## src/rtl/cpu_ctrl_pkg.sv

```systemverilog
// Shared control-unit definitions: condition codes and NZCV flag layout.
package cpu_ctrl_pkg;

  typedef enum logic [3:0] {
    EQ = 4'b0000, NE = 4'b0001, CS = 4'b0010, CC = 4'b0011,
    MI = 4'b0100, PL = 4'b0101, VS = 4'b0110, VC = 4'b0111,
    HI = 4'b1000, LS = 4'b1001, GE = 4'b1010, LT = 4'b1011,
    GT = 4'b1100, LE = 4'b1101, AL = 4'b1110, NV = 4'b1111
  } cond_e;

  localparam int N_IDX = 3;
  localparam int Z_IDX = 2;
  localparam int C_IDX = 1;
  localparam int V_IDX = 0;

  localparam int FLAGW_NZ = 1;
  localparam int FLAGW_CV = 0;

endpackage

```

## src/rtl/cond_eval.sv

```systemverilog
// Combinational condition-code check of a 4-bit cond against {N,Z,C,V}.
module cond_eval
  import cpu_ctrl_pkg::*;
(
  input  logic [3:0] cond,
  input  logic [3:0] flags,
  output logic       pass
);

  logic n, z, c, v, ge;

  always_comb begin
    n    = flags[N_IDX];
    z    = flags[Z_IDX];
    c    = flags[C_IDX];
    v    = flags[V_IDX];
    ge   = (n == v);
    pass = 1'b0;
    case (cond)
      EQ: pass = z;
      NE: pass = ~z;
      CS: pass = c;
      CC: pass = ~c;
      MI: pass = n;
      PL: pass = ~n;
      VS: pass = v;
      VC: pass = ~v;
      HI: pass = c & ~z;
      LS: pass = ~(c & ~z);
      GE: pass = ge;
      LT: pass = ~ge;
      GT: pass = ~z & ge;
      LE: pass = ~(~z & ge);
      AL: pass = 1'b1;
      default: pass = 1'b0;  // NV never executes
    endcase
  end

endmodule

```

## src/rtl/cond_exec_ctrl.sv

```systemverilog
// E-stage conditional-execution controller: E control register, NZCV flags,
// condition gating of PCS/RegW/MemW and saturating executed/annulled counters.
module cond_exec_ctrl
  import cpu_ctrl_pkg::*;
#(
  parameter int         CNT_W     = 16,
  parameter logic [3:0] FLAGS_RST = 4'b0000
) (
  input  logic             clk,
  input  logic             reset_n,
  input  logic             valid_d,
  input  logic [3:0]       cond_d,
  input  logic [1:0]       flag_w_d,
  input  logic             pcs_d,
  input  logic             reg_w_d,
  input  logic             mem_w_d,
  input  logic             no_write_d,
  input  logic             stall_e,
  input  logic             flush_e,
  input  logic [3:0]       alu_flags_e,
  output logic             cond_ex_e,
  output logic             pcs_e,
  output logic             reg_w_e,
  output logic             mem_w_e,
  output logic             branch_taken_e,
  output logic             illegal_cond_e,
  output logic [3:0]       flags_q,
  output logic [CNT_W-1:0] exec_cnt,
  output logic [CNT_W-1:0] annul_cnt
);

  logic             valid_e_q, valid_e_d;
  logic [3:0]       cond_e_q, cond_e_d;
  logic [1:0]       flag_w_e_q, flag_w_e_d;
  logic             pcs_e_q, pcs_e_d;
  logic             reg_w_e_q, reg_w_e_d;
  logic             mem_w_e_q, mem_w_e_d;
  logic             no_write_e_q, no_write_e_d;
  logic [3:0]       flags_d;
  logic [CNT_W-1:0] exec_cnt_q, exec_cnt_d;
  logic [CNT_W-1:0] annul_cnt_q, annul_cnt_d;
  logic             cond_pass;

  cond_eval u_cond_eval (
    .cond  (cond_e_q),
    .flags (flags_q),
    .pass  (cond_pass)
  );

  always_comb begin
    cond_ex_e      = valid_e_q & cond_pass;
    pcs_e          = pcs_e_q & cond_ex_e;
    reg_w_e        = reg_w_e_q & cond_ex_e & ~no_write_e_q;
    mem_w_e        = mem_w_e_q & cond_ex_e;
    branch_taken_e = pcs_e;
    illegal_cond_e = valid_e_q & (cond_e_q == NV);
    exec_cnt       = exec_cnt_q;
    annul_cnt      = annul_cnt_q;
  end

  // Flush only kills the incoming instruction; the outgoing one still retires
  // unless a stall holds it in E.
  always_comb begin
    valid_e_d    = valid_e_q;
    cond_e_d     = cond_e_q;
    flag_w_e_d   = flag_w_e_q;
    pcs_e_d      = pcs_e_q;
    reg_w_e_d    = reg_w_e_q;
    mem_w_e_d    = mem_w_e_q;
    no_write_e_d = no_write_e_q;
    flags_d      = flags_q;
    exec_cnt_d   = exec_cnt_q;
    annul_cnt_d  = annul_cnt_q;

    if (flush_e) begin
      valid_e_d = 1'b0;
    end else if (!stall_e) begin
      valid_e_d    = valid_d;
      cond_e_d     = cond_d;
      flag_w_e_d   = flag_w_d;
      pcs_e_d      = pcs_d;
      reg_w_e_d    = reg_w_d;
      mem_w_e_d    = mem_w_d;
      no_write_e_d = no_write_d;
    end

    if (!stall_e && cond_ex_e) begin
      if (flag_w_e_q[FLAGW_NZ]) begin
        flags_d[N_IDX] = alu_flags_e[N_IDX];
        flags_d[Z_IDX] = alu_flags_e[Z_IDX];
      end
      if (flag_w_e_q[FLAGW_CV]) begin
        flags_d[C_IDX] = alu_flags_e[C_IDX];
        flags_d[V_IDX] = alu_flags_e[V_IDX];
      end
    end

    if (!stall_e && valid_e_q) begin
      if (cond_ex_e) begin
        if (exec_cnt_q != '1) exec_cnt_d = exec_cnt_q + CNT_W'(1);
      end else begin
        if (annul_cnt_q != '1) annul_cnt_d = annul_cnt_q + CNT_W'(1);
      end
    end
  end

  always_ff @(posedge clk or negedge reset_n) begin
    if (!reset_n) begin
      valid_e_q    <= 1'b0;
      cond_e_q     <= 4'b0000;
      flag_w_e_q   <= 2'b00;
      pcs_e_q      <= 1'b0;
      reg_w_e_q    <= 1'b0;
      mem_w_e_q    <= 1'b0;
      no_write_e_q <= 1'b0;
      flags_q      <= FLAGS_RST;
      exec_cnt_q   <= '0;
      annul_cnt_q  <= '0;
    end else begin
      valid_e_q    <= valid_e_d;
      cond_e_q     <= cond_e_d;
      flag_w_e_q   <= flag_w_e_d;
      pcs_e_q      <= pcs_e_d;
      reg_w_e_q    <= reg_w_e_d;
      mem_w_e_q    <= mem_w_e_d;
      no_write_e_q <= no_write_e_d;
      flags_q      <= flags_d;
      exec_cnt_q   <= exec_cnt_d;
      annul_cnt_q  <= annul_cnt_d;
    end
  end

endmodule
```

## config.mk

```make
export PLATFORM = sky130hd
export DESIGN_NAME = cond_exec_ctrl
export DESIGN_NICKNAME = d
export VERILOG_FILES = /design/src/rtl/cpu_ctrl_pkg.sv /design/src/rtl/cond_eval.sv /design/src/rtl/cond_exec_ctrl.sv
export SDC_FILE = /design/constraint.sdc
export NUM_CORES = 1
export LEC_CHECK = 0
export ABC_AREA = 0
export CORE_MARGIN = 2
export CORE_UTILIZATION = 49
export DETAILED_ROUTE_END_ITERATION = 8
export PLACE_DENSITY_LB_ADDON = 0.05
export SLEW_MARGIN = 10
export SYNTH_ARGS = -nofsm -noshare
export SYNTH_HDL_FRONTEND = slang
export SYNTH_SLANG_ARGS = --single-unit
```

## constraint.sdc

```tcl
create_clock -name clk -period 2.9 [get_ports clk]
set_input_delay 0.58 -clock clk [delete_from_list [all_inputs] [get_ports clk]]
set_output_delay 0.58 -clock clk [all_outputs]
set_load 0.005 [all_outputs]
```

After elaboration in Yosys (flattened, before gate mapping)
Index checks and enable logic that the tools add are counted.
{"block": "totals", "register_bits": 47, "in_bits": 19, "out_inout_bits": 42}
{"block": "classes", "addsub": 2, "n_eq_ne": 19, "muxes": 3, "bitwise": 19, "reduce_logical": 9}
{"op": "adder 16 x 1 -> 16 bit (second input constant)", "n": 2}
{"op": "equality test 4 bit (second input constant)", "n": 8}
{"op": "inequality test 16 bit (second input constant)", "n": 2}
{"op": "equality test 4 x 3 -> 1 bit (second input constant)", "n": 4}
{"op": "one-hot mux 1 bit (15 select lines)", "n": 1}
{"op": "NOT 1 bit", "n": 11}
{"op": "bitwise AND 1 bit", "n": 8}
{"op": "equality test 4 x 2 -> 1 bit (second input constant)", "n": 2}
{"op": "AND reduction 2 bit", "n": 3}
{"op": "AND reduction 3 bit", "n": 2}
{"op": "equality test 4 x 1 -> 1 bit (second input constant)", "n": 1}
{"op": "logical NOT 4 bit", "n": 1}
{"op": "logical AND 1 bit", "n": 2}
{"op": "2-to-1 mux 1 bit", "n": 2}
{"op": "inequality test 2 x 1 -> 1 bit (second input constant)", "n": 1}
{"op": "equality test 1 bit", "n": 1}
{"op": "logical NOT 1 bit", "n": 1}

Longest topological paths before layout
Gate-level depths: netlist of run 1.
{"block": "depth", "ltp_word": 7, "depth_mapped": 8}

Hierarchy
A second synthesis of run 1 with hierarchy kept.
{"block": "hier_totals", "hier_cells": 213, "area_unflattened_um2": 2364.8}
{"mod": "cond_exec_ctrl", "instances": 1, "cells_each": 190, "area_per_inst_um2": 2217.1, "seq_area_each_um2": 1176.1}
{"mod": "cond_eval", "instances": 1, "cells_each": 23, "area_per_inst_um2": 147.6, "seq_area_each_um2": 0.0}

Least setup slack after synthesis of run 1
No wires, ideal clock.
{"block": "synth_timing", "kind": "reg2out", "startpoint": "register flags_q[1]", "endpoint": "output pcs_e", "arrival_time_ns": 2.041, "t_required_ns": 2.320, "setup_slack_ns": 0.279, "stages_incl_launch_ff": 8, "path_buffers": 2, "path_cell_list": "dfrtp_1 > nor2b_1 > a2111oi_1 > a311oi_1 > o31ai_2 > buf_2 > and3_1 > buf_4"}
{"block": "synth_via", "elab_chain_cells": 5, "elab_cells_between_ends": 6}
{"element": "start, declared", "line": "cond_exec_ctrl.sv:27", "source": "output logic [3:0] flags_q,"}
{"element": "start signal, assigned", "line": "cond_exec_ctrl.sv:127", "source": "flags_q <= flags_d;"}
{"element": "bitwise AND 1 bit", "line": "cond_eval.sv:28, cond_eval.sv:29"}
{"element": "NOT 1 bit", "line": "cond_eval.sv:29", "source": "LS: pass = ~(c & ~z);"}
{"element": "one-hot mux 1 bit (15 select lines) *", "line": "cond_eval.sv:19", "source": "case (cond)"}
{"element": "bitwise AND 1 bit *", "line": "cond_exec_ctrl.sv:51", "source": "cond_ex_e = valid_e_q & cond_pass;"}
{"element": "bitwise AND 1 bit *", "line": "cond_exec_ctrl.sv:52", "source": "pcs_e = pcs_e_q & cond_ex_e;"}
{"element": "end, declared", "line": "cond_exec_ctrl.sv:22", "source": "output logic pcs_e,"}
Every way passes the cells marked *; elsewhere a longest branch is shown, timed or not.

Worst setup path in the final report of run 1
{"block": "layout_timing", "startpoint": "register cond_e_q[1]", "endpoint": "output reg_w_e"}
{"block": "layout_via", "elab_chain_cells": 5, "elab_cells_between_ends": 19}
{"element": "start, declared", "line": "cond_exec_ctrl.sv:33", "source": "logic [3:0] cond_e_q, cond_e_d;"}
{"element": "start signal, assigned", "line": "cond_exec_ctrl.sv:121", "source": "cond_e_q <= cond_e_d;"}
{"element": "equality test 4 bit, or another cell as far along", "line": "cond_eval.sv:19"}
{"element": "one-hot mux 1 bit (15 select lines) *", "line": "cond_eval.sv:19"}
{"element": "bitwise AND 1 bit *", "line": "cond_exec_ctrl.sv:51"}
{"element": "bitwise AND 1 bit * (2 in a row)", "line": "cond_exec_ctrl.sv:53", "source": "reg_w_e = reg_w_e_q & cond_ex_e & ~no_write_e_q;"}
{"element": "end, declared", "line": "cond_exec_ctrl.sv:23", "source": "output logic reg_w_e,"}
Marks and branches as above.

==> results.yml, run 1 <==
power:
  comb_power_share: 0.343
  leakage_nw: 1.466
  power.total_w: 0.002095
  intPower_w: 0.001403
  clock_power_share: 0.237
  swShare: 0.3303
  power.density_mw_per_mm2: 627.3
  peakVddDrop_mv: 0.3328
  p_seq_frac: 0.420
  power_switching_w: 0.0006919
logic_synthesis:
  synthArstFlopShare: 1.000
  avgSynthCellArea_um2: 10.92
  synth_edf_count: 0
  synth_ff_type: "dfrtp_1"
  syn_nets: 240
  syn_inst: 219
  syn-cell-area_mm2: 0.002391
  synth.area.top_cells: "dfrtp_1 (49%), mux2_2 (7.5%), xnor2_1 (5.5%)"
  synth.top_cell.area_share: 0.4919
  yosysUniqueCellTypes: 42
  yosysTopAreaCell: "dfrtp_1"
  yosysWarnings: 0
  synth-seq-area-share: 0.4919
  ys_ff_latch: 47
die:
  start_util: 0.5062
  coreArea_mm2: 0.004723
  die_w_um: 73.86
  fp-row-count: 25
  ios: 61
  dieArea_mm2: 0.005455
  dieHeight_um: 73.86
final_layout:
  syn_to_final_growth_pct: 39.66
  mostFrequentLayoutCell: "clkdlybuf4s50_1"
  diodes: 0
  num-fill-cells: 370
  fin_nets: 312
  stdcell_count: 359
  drive_gt1_frac: 0.2021
  final_cell_mix: "clkdlybuf4s50_1 (54), dfrtp_1 (44), mux2_2 (16)"
  design_area_mm2: 0.003339
clock_tree:
  cts_root_buf: "clkbuf_8"
  tritoncts: "yes"
  cts_sinks: 47
  htree_levels: 2
  hold_buffers: 0
  cts_buffer_depth: 2
  insertion_delay_ns: 0.31
  clk_pin_slew_ns: 0.09
  cts-buffers-inserted: 5
routing:
  first_iter_violations: 108
  drt-total-wl_um: 5291
  drt-vias-per-instance: 5.499
  drc: 0
  wl_per_cell_um: 14.74
  num_vias: 1974
  dr.pass1.iters: 4
  postRouteAntennaNets: 0
global_routing:
  first_global_vias: 1774
  antenna_found_initial: 0
  gr-usage-all-layers: 0.2047
  grt-ovfl-total: 0
  grt_pass1_wl_um: 8397
  grt_max_degree: 34
setup_path:
  crit_family: "compound AO/OA/AOI/OAI gates"
  worst_setup_path_end_kind: "output pin"
  path_max_fanout: 4
  worstPathCellList: "buf_6 > buf_4 > a211o_1 > a311oi_4 > o31ai_4 > and2_1 > and3b_1 > dlygate4sd2_1"
  cp.arrival_ns: 2.27
  crit_slowest_cell: "dfrtp_1"
  cp.required_ns: 2.32
  critPathMaxStageDelay_ns: 0.44
  cp-start-kind: "register"
  cp_num_buf_inv: 3
  criticalPathCategory: "reg -> out"
sta:
  slew_headroom: 0.7265
  setup_viol: 0
  setup_tns_ns: 0
  finalHoldViolCount: 0
  final.period_utilization: 0.9838
  worst_slew_pin_slew_ns: 0.4102
  skew_ns: 0.007820
  fmax_mhz: 350.5
  drv_slew: 0
  hold-worst-slack_ns: 0.1521
  min_period_ns: 2.853
placement:
  place_area_mm2: 0.003079
  gp_congestion: 0.8532
  dpl.hpwl_um: 3616
  place_inst: 344
  port_buffers: 60
job:
  max-cap-violations: 0
outcome:
  status: "completed"
min_path:
  hp-class: "in -> async"
[metal layers]
metal,up-vias,GRT usage,part of all wire
met1,974,0.2822,0.46
met2,53,0.3165,0.47
met5,-,0,0
met3,8,0.05213,0.056
li1,939,-,-
met4,0,0.06667,0.016
[final timing paths]
| path | startpoint | to | slack, ns | cells past startpoint |
|---|---|---|---|---|
| max | cond_e_q[1]$_DFFE_PN0P_ | reg_w_e | 0.05 | 8 |
| min | reset_n | flags_q[3]$_DFFE_PN0P_ | 0.15 | 1 |
| max reg2reg | cond_e_q[1]$_DFFE_PN0P_ | flags_q[1]$_DFFE_PN0P_ | 0.31 | 9 |
| min reg2reg | annul_cnt[8]$_DFFE_PN0P_ | annul_cnt[8]$_DFFE_PN0P_ | 0.49 | 1 |
| max in group asynchronous | reset_n | cond_e_q[2]$_DFFE_PN0P_ | 2.00 | 2 |
| min in group clk | annul_cnt[8]$_DFFE_PN0P_ | annul_cnt[8]$_DFFE_PN0P_ | 0.49 | 1 |
[synthesized netlist by cell type, drive strengths merged (6+ instances only)]
library cell / instances
dfrtp: 47
mux2: 18
nand2: 15
xnor2: 15
xor2: 15
nand3: 14
and3: 13
nand4: 13
nor2: 10
nor3: 10
buf: 8
nor4: 6
[cell families after synthesis]
family,after synthesis,synth area share
flops,47,0.4919
mux,20,0.09314
xor+xnor,30,0.1099
compound gates,12,0.04239
simple gates,94,0.2193
fa+ha+maj,2,0.01046
buf+inv,14,0.03296
[power by group through the flow]
| stage | registers, W | clock network, W | logic (W) |
|---|---|---|---|
| floorplan | 0.000849 | 0 | 0.000346 |
| global placement | 0.000870 | 0 | 0.000590 |
| detailed placement | 0.000874 | 0 | 0.000598 |
| CTS | 0.000875 | 0.000501 | 0.000647 |
| global route | 0.000899 | 0.000537 | 0.000772 |
| finish | 0.000880 | 0.000496 | 0.000719 |
[what timing repair did]
action                                  CTS  global route
gates resized for setup                  14            10
pin swaps                                 5             7
buffers inserted                          3             4
endpoints found under the setup margin    5             4
cloned                                    0             0
[registers in the layout (all words and copies together), names as in the netlist]
register,cells
annul_cnt,16
cond_e_q,4
exec_cnt,16
flag_w_e_q,2
flags_q,4
mem_w_e_q,1
no_write_e_q,1
pcs_e_q,1
reg_w_e_q,1
valid_e_q,1
[final cells by class]
| cell class | instances | area (um^2) | area share |
|---|---|---|---|
| Tap cell | 67 | 83.83 | 0.02510 |
| Timing Repair Buffer | 76 | 715.7 | 0.2143 |
| Clock buffer | 5 | 68.82 | 0.02061 |
| Inverter | 3 | 11.26 | 0.003372 |
| Multi-Input combinational cell | 158 | 1234 | 0.3694 |
| Sequential cell | 47 | 1180 | 0.3533 |
| Clock inverter | 3 | 46.29 | 0.01386 |
[metrics by stage]
stage,util,setup slack [ns]
2_1_floorplan,-,0.2795
3_3_place_gp,0.6519,0.07594
3_5_place_dp,0.6519,0.03937
4_1_cts,0.6909,0.01378
5_1_grt,0.7070,-0.02578
6_report,0.7070,0.04702
Power figures use the tool's default switching activity.
==> inputs of run 2 (changes only) <==
Settings changed: CORE_MARGIN 2 to 3.
==> run 2 against run 1 <==
Compared with the run above: flip-flop and latch count unchanged; critical path type unchanged; routed wire length increased by 8.3%; largest power group unchanged; sequential share of layout area increased by 0.72 points.
==> results.yml, run 2 (synthesis results as in run 1) <==
outcome:
  status: "completed"
placement:
  gp_congestion: 0.8937
  dpl.hpwl_um: 3918
  port_buffers: 60
  place_area_mm2: 0.003099
  place_ws_ns: -0.03385
clock_tree:
  clk_pin_slew_ns: 0.09
  insertion_delay_ns: 0.30
  tritoncts: "yes"
  cts_buffer_depth: 2
  cts_root_buf: "clkbuf_8"
  htree_levels: 2
  hold_buffers: 0
  cts-buffers-inserted: 5
  cts_sinks: 47
min_path:
  hp-class: "in -> async"
routing:
  drt-vias-per-instance: 5.546
  drc: 0
  first_iter_violations: 66
  num_vias: 1969
  dr.pass1.iters: 5
  postRouteAntennaNets: 0
  wl_per_cell_um: 16.15
  drt-total-wl_um: 5732
die:
  dieArea_mm2: 0.005754
  dieHeight_um: 75.86
  fp-row-count: 24
  start_util: 0.5273
  coreArea_mm2: 0.004534
  die_w_um: 75.86
  ios: 61
sta:
  drv_slew: 0
  setup_viol: 0
  setup_tns_ns: 0
  rsz0062_at_grt: "no"
  final.period_utilization: 0.9597
  fmax_mhz: 359.3
  slew_headroom: 0.7225
  min_period_ns: 2.783
  finalHoldViolCount: 0
  worst_slew_pin_slew_ns: 0.4163
  setup_ws_ns: 0.1168
  skew_ns: 0.009131
final_layout:
  diodes: 0
  drive_gt1_frac: 0.2103
  mostFrequentLayoutCell: "clkdlybuf4s50_1"
  syn_to_final_growth_pct: 36.89
  fin_util: 0.7219
  design_area_mm2: 0.003273
  final_cell_mix: "clkdlybuf4s50_1 (54), dfrtp_1 (44), mux2_2 (16), nand2_1 (15), xor2_1 (15)"
  fin_nets: 310
  num-fill-cells: 358
global_routing:
  grt-ovfl-total: 0
  gr-usage-all-layers: 0.2097
  antenna_found_initial: 0
  first_global_vias: 1944
  grt_pass1_wl_um: 9121
  grt_max_degree: 33
job:
  max-cap-violations: 0
setup_path:
  cp.required_ns: 2.32
  cp-start-kind: "register"
  worst_setup_path_end_kind: "output pin"
  criticalPathCategory: "reg -> out"
  path_max_fanout: 8
  cp.arrival_ns: 2.20
  rrSetupSlack_ns: 0.31
power:
  power.total_w: 0.001999
  power.density_mw_per_mm2: 610.9
  leakage_nw: 1.456
  peakVddDrop_mv: 0.3082
==> run 2: final timing paths <==
| path | start | to | depth (start not counted) |
|---|---|---|---|
| hold reg to reg | annul_cnt[8]$_DFFE_PN0P_ | annul_cnt[8]$_DFFE_PN0P_ | 1 |
| hold / removal | reset_n | flags_q[2]$_DFFE_PN0P_ | 1 |
| setup / recovery | cond_e_q[1]$_DFFE_PN0P_ | branch_taken_e | 6 |
| setup reg to reg | cond_e_q[1]$_DFFE_PN0P_ | flags_q[1]$_DFFE_PN0P_ | 9 |
| max in group asynchronous | reset_n | cond_e_q[3]$_DFFE_PN0P_ | 2 |
| min in group clk | annul_cnt[8]$_DFFE_PN0P_ | annul_cnt[8]$_DFFE_PN0P_ | 1 |
==> run 2: metrics by stage <==
step | hold slack, ns | cells
floorplan | 0.2844 | 219
global placement | 0.4777 | 345
detailed placement | 0.4759 | 345
CTS | 0.1842 | 354
global route | 0.1800 | 355
finish | 0.1798 | 355
==> run 2: area by class of cell <==
| cell class | count | area (um^2) | share of cell area |
|---|---|---|---|
| clock inverter | 1 | 7.507 | 0.002294 |
| tap | 65 | 81.33 | 0.02485 |
| clock buffer | 7 | 96.34 | 0.02943 |
| multi-input combinational | 158 | 1210 | 0.3696 |
| sequential | 47 | 1180 | 0.3605 |
| inverter | 3 | 11.26 | 0.003440 |
| timing repair buffer | 74 | 686.9 | 0.2099 |
==> run 2: what timing repair did <==
item,CTS,global route
pin swaps,5,3
setup buffers,1,1
resized for setup,17,7
gates cloned,0,0
endpoints found under the setup margin,5,1
endpoints found under the hold margin,0,0
==> run 2: routing by layer <==
metal,up-vias,wire (um),GRT usage,share of wire
li1,930,-,-,-
met1,967,2563,0.2727,0.45
met2,67,2805,0.3413,0.49
met3,5,304,0.04485,0.053
met4,0,58,0.08155,0.010
met5,-,0,0,0
==> run 2: critical path, stage by stage, from the launching register on <==
cell and delay [ns]:
dfrtp_2 0.47, mux2_4 0.31, o211a_1 0.26, a311oi_2 0.32, o31ai_4 0.10, and3_4 0.19, dlygate4sd2_1 0.26
==> run 2: power by group <==
part,total (W),switching [W],internal (W),leakage (nW)
Clock,0.000441,0.000223,0.000217,0.0505
Sequential,0.000879,0.000132,0.000747,0.617
Combinational,0.000680,0.000307,0.000373,0.789
Total,0.00200,0.000662,0.00134,1.46
